===== config.mk =====
export PLATFORM = sky130hd
export DESIGN_NAME = serial_sub_seq
export DESIGN_NICKNAME = d
export VERILOG_FILES = /design/src/rtl/serial_sub_seq_pkg.sv /design/src/rtl/full_subtractor.sv /design/src/rtl/serial_sub_seq.sv
export SDC_FILE = /design/constraint.sdc
export NUM_CORES = 1
export LEC_CHECK = 0
export CAP_MARGIN = 20
export CORE_MARGIN = 1.5
export CORE_UTILIZATION = 44
export DETAILED_ROUTE_END_ITERATION = 12
export PLACE_DENSITY = 0.7
export SETUP_SLACK_MARGIN = 0.15
export SYNTH_ARGS = -nofsm -noshare
export SYNTH_HDL_FRONTEND = slang
export SYNTH_SLANG_ARGS = --single-unit

===== constraint.sdc =====
create_clock -name clk -period 2.5 [get_ports clk]
set_clock_uncertainty 0.2 [all_clocks]
set_input_delay 0.25 -clock clk [delete_from_list [all_inputs] [get_ports clk]]
set_output_delay 0.25 -clock clk [all_outputs]
set_load 0.005 [all_outputs]

===== src/rtl/serial_sub_seq_pkg.sv =====
// ============================================================================
// Module      : serial_sub_seq_pkg
// Description : Shared state encoding and sizing helper for serial_sub_seq.
// Revision    : 1.0 - initial release
// ============================================================================
`default_nettype none

package serial_sub_seq_pkg;

    localparam logic [1:0] S_IDLE = 2'd0;
    localparam logic [1:0] S_RUN  = 2'd1;
    localparam logic [1:0] S_DONE = 2'd2;

    // Bit counter only has to reach WIDTH-1, so $clog2 suffices; floor at 1 bit.
    function automatic int cnt_width(input int width);
        return (width <= 2) ? 1 : $clog2(width);
    endfunction

endpackage

`default_nettype wire


===== src/rtl/full_subtractor.sv =====
// ============================================================================
// Module      : full_subtractor
// Description : 1-bit full subtractor cell, d = a - b - ci, co = borrow out.
// Revision    : 1.0 - initial release
// ============================================================================
`default_nettype none

module full_subtractor (
    input  logic a,
    input  logic b,
    input  logic ci,
    output logic d,
    output logic co
);

    assign d  = a ^ b ^ ci;
    assign co = (~a & b) | (~(a ^ b) & ci);

endmodule

`default_nettype wire


===== src/rtl/serial_sub_seq.sv =====
// ============================================================================
// Module      : serial_sub_seq
// Description : Bit-serial WIDTH-bit subtractor sequencing one full_subtractor.
// Revision    : 1.0 - initial release
// ============================================================================
`default_nettype none

module serial_sub_seq
    import serial_sub_seq_pkg::*;
#(
    parameter int WIDTH = 8
) (
    input  logic             clk,
    input  logic             rst_n,
    input  logic             start,
    input  logic [WIDTH-1:0] a,
    input  logic [WIDTH-1:0] b,
    input  logic             bin,
    output logic             busy,
    output logic             done,
    output logic [WIDTH-1:0] diff,
    output logic             borrow
);

    localparam int                 c_cnt_w = cnt_width(WIDTH);
    localparam logic [c_cnt_w-1:0] c_last  = c_cnt_w'(WIDTH - 1);

    logic [1:0]         r_state;
    logic [WIDTH-1:0]   r_a_sh;
    logic [WIDTH-1:0]   r_b_sh;
    logic [WIDTH-1:0]   r_res_sh;
    logic               r_brw;
    logic [c_cnt_w-1:0] r_cnt;
    logic [WIDTH-1:0]   r_diff;
    logic               r_borrow;
    logic               w_d;
    logic               w_co;

    full_subtractor u_cell (
        .a  (r_a_sh[0]),
        .b  (r_b_sh[0]),
        .ci (r_brw),
        .d  (w_d),
        .co (w_co)
    );

    always_ff @(posedge clk or negedge rst_n) begin
        if (!rst_n) begin
            r_state  <= S_IDLE;
            r_a_sh   <= '0;
            r_b_sh   <= '0;
            r_res_sh <= '0;
            r_brw    <= 1'b0;
            r_cnt    <= '0;
            r_diff   <= '0;
            r_borrow <= 1'b0;
        end else begin
            case (r_state)
                S_IDLE: begin
                    if (start) begin
                        r_a_sh  <= a;
                        r_b_sh  <= b;
                        r_brw   <= bin;
                        r_cnt   <= '0;
                        r_state <= S_RUN;
                    end
                end
                S_RUN: begin
                    r_a_sh   <= {1'b0, r_a_sh[WIDTH-1:1]};
                    r_b_sh   <= {1'b0, r_b_sh[WIDTH-1:1]};
                    r_res_sh <= {w_d, r_res_sh[WIDTH-1:1]};
                    r_brw    <= w_co;
                    r_cnt    <= r_cnt + c_cnt_w'(1);
                    // Last bit: publish the full result including this cycle's D.
                    if (r_cnt == c_last) begin
                        r_diff   <= {w_d, r_res_sh[WIDTH-1:1]};
                        r_borrow <= w_co;
                        r_state  <= S_DONE;
                    end
                end
                S_DONE: begin
                    r_state <= S_IDLE;
                end
                default: begin
                    r_state <= S_IDLE;
                end
            endcase
        end
    end

    assign busy   = (r_state == S_RUN);
    assign done   = (r_state == S_DONE);
    assign diff   = r_diff;
    assign borrow = r_borrow;

endmodule

`default_nettype wire

==> qor.txt <==
Clock sinks - 38
Worst setup EP type - output port
Mapped Nets - 160
Worst skew pair latency - 0.29 ns
Crit path DAT - 1.71 ns
Worst path slowest cell - clkdlybuf4s50_1
Final Setup Violations - 0
Pre-CTS setup slack - 0.4722 ns
Worst slew margin - 64.03%
Hold WS - 0.1823 ns
Fin crit share - 86.46%
First-pass GRT wire length - 5388 um
Peak Freq - 0.4626 GHz
Clk slew on worst S/H paths - 0.07 ns
Design Power - 0.002725 W
Placer Congestion - 0.6975
Slew Limit Fails - 0
Setup TNS - 0 ns
DR pass1 iterations - 4
Layout cells sized above 1 - 19.53%
Post-Syn Area - 0.001745 sq mm
Synth unique cells - 27
Final Hold Viols - 0
Largest area contributor in the netlist - dfrtp_1
Syn. warnings - 0
Initial Utilization - 46.62%
Peak supply drop - 0.6066 mV
Die outline height - 65.99 um
Clock power share - 23.3%
Reg power frac - 39.6%
Largest net degree at the start of global routing - 39
Run status - finished, final reports clean
Worst-margin pin slew - 0.5378 ns
Vias in the first global route - 1,147
Post-CTS setup buffer count - 0
Crit Path Class - reg2out
Peak per-stage delay on the critical path - 0.54 ns
Worst-path cell chain - nand2b_1, inv_2, clkdlybuf4s50_1
Cells after synthesis - 137
Leakage - 0.9703 nW
Final WS setup - 0.3384 ns
DIE WIDTH - 65.99 um
Crit path launch type - flop
Wire per inst - 14.97 um
Via count - 1,169
Post-DRT Antenna Nets - 0
Post-DP HPWL - 2156 um
Post-synthesis sequential area ratio - 54.48%
Io pins - 31
Power Internal - 0.001931 W
Hold Buf Count CTS - 0
Cell Pwr Density - 1228 mW/mm^2
Row count - 22
GR Util All Layers - 16.55%
Die area - 0.004354 sq mm
Grt total ovfl - 0
Final Critical Period - 2.162 ns
First DRT Iteration DRCs - 69
DRC - 0
Fill cell count - 317
Synth area leaders - dfrtp_1 (54%), mux2_2 (9.7%), nor4b_1 (6.5%), nor3b_1 (4.3%), a211oi_1 (3.9%)
Area share of the largest cell type after synthesis - 54.48%
CP max FO - 11
Vias per inst - 5.387
Gate power share - 37.2%
Final WL - 3249 um
Worst path required time - 2.05 ns
CTS Buf Count - 5
I/O Buffers - 30
Switching share of power - 29.14%
Core box area - 0.003744 sq mm
CTS root buf - clkbuf_8
RSZ-0062 raised after global routing - no
Layout area overhead - 27.17%
Max Cap Violations - 0
Avg Cell Area, Syn - 12.74 sq um
Initial antenna violation count - 0
# nets final - 191
Critical path buffers and inverters - 2
Synth Register Bits - 38
Tightest Hold Check Type - in2async
Crit path max-delay family - buffers and inverters
Clk buf depth - 2
CTS tree - yes
Net load switching power - 0.0007940 W
PostCTS Resize Cnt - 0
Antenna cells - 0
H-tree depth - 2
[final cells by class]
type / count / area [sq um] / share of cell area [%]
Sequential cell: 38 / 950.9 / 42.84
Multi-Input combinational cell: 72 / 668.1 / 30.10
Timing Repair Buffer: 35 / 337.8 / 15.22
Clock buffer: 6 / 82.58 / 3.720
Clock inverter: 2 / 60.06 / 2.706
Inverter: 16 / 60.06 / 2.706
Tap cell: 48 / 60.06 / 2.706
[synthesized netlist by cell type]
| master | number |
|---|---|
| nor4b_1 | 13 |
| nand2b_1 | 1 |
| nor3b_1 | 10 |
| a211oi_1 | 9 |
| inv_1 | 15 |
| buf_4 | 3 |
| fa_1 | 1 |
| mux2_2 | 15 |
| nand3b_1 | 1 |
| mux2i_1 | 2 |
| nor4bb_1 | 2 |
| or4b_1 | 2 |
| a21o_1 | 1 |
| a221oi_1 | 4 |
| a22o_1 | 2 |
| inv_2 | 1 |
| o21bai_2 | 1 |
| o21ba_2 | 1 |
| buf_2 | 5 |
| nor2b_1 | 1 |
| ha_1 | 2 |
| clkbuf_1 | 2 |
| a211o_1 | 1 |
| dfrtp_1 | 38 |
| o221a_2 | 2 |
| buf_6 | 1 |
| a21oi_1 | 1 |
[through the flow]
step / std cells / cell area [sq um] / util, %
3_3_place_gp: 209 / 2077 / 55.48
5_1_grt: 217 / 2220 / 59.29
6_report: 217 / 2220 / 59.29
2_1_floorplan: 137 / 1745 / -
4_1_cts: 217 / 2220 / 59.29
3_5_place_dp: 209 / 2077 / 55.48
[layout by cell type (no fill, tap or decap), types with 2 or more instances in the layout]
cell type        instances
clkdlybuf4s50_1         30
buf_4                    5
a22o_1                   2
o221a_2                  2
inv_1                   15
mux2_2                  15
a221oi_1                 4
a211oi_1                 9
nor4bb_1                 2
ha_1                     2
nor4b_1                 13
nor3b_1                 10
or4b_1                   2
dfrtp_1                 38
bufinv_16                2
mux2i_1                  2
clkbuf_8                 6
[layer usage]
layer	part of all wire [%]	GRT usage (%)
met4	2.0	7.653
met1	44	20.75
met2	51	26.77
met5	0	0
met3	3.5	4.259
[cell families (layout without fill, tap and decap cells)]
kind of cell | after synthesis | after routing | share of synthesized area, %
fa+ha+maj | 3 | 3 | 2.580
simple gates | 30 | 30 | 14.27
buf+inv | 27 | 59 | 7.240
mux | 17 | 17 | 10.82
compound gates | 22 | 22 | 10.61
flops | 38 | 38 | 54.48
[power groups by stage]
stage	sequential, W	combinational, W	clock [W]
final	0.00108	0.00101	0.000634
after global routing	0.00111	0.00112	0.000674
after CTS	0.00108	0.00103	0.000652
after detailed placement	0.00109	0.00102	0
after global placement	0.00108	0.000985	0
after floorplan	0.00105	0.000698	0
[state kept, by name, indices dropped and copies added, names as in the netlist]
name / cells
borrow: 1
diff: 8
r_a_sh: 8
r_b_sh: 8
r_brw: 1
r_cnt: 3
r_res_sh: 7
r_state: 2
[worst register-to-register path, delay by kind of cell (launching register included)]
kind | cells | cell delay [ns]
simple gates | 1 | 0.37
flops | 1 | 0.40
fa+ha+maj | 2 | 0.41
mux | 1 | 0.40
[worst paths after layout]
kind	startpoint	end	slack (ns)	cells after the start
min in group clk	r_cnt[0]	r_cnt[0]	0.29	1
setup / recovery	r_state[1]	busy	0.34	3
max in group asynchronous	rst_n	r_b_sh[7]	1.59	2
setup reg to reg	r_cnt[0]	diff[1]	0.61	4
hold / removal	rst_n	diff[0]	0.18	2
hold reg to reg	r_cnt[0]	r_cnt[0]	0.29	1
Power figures use the tool's default switching activity.
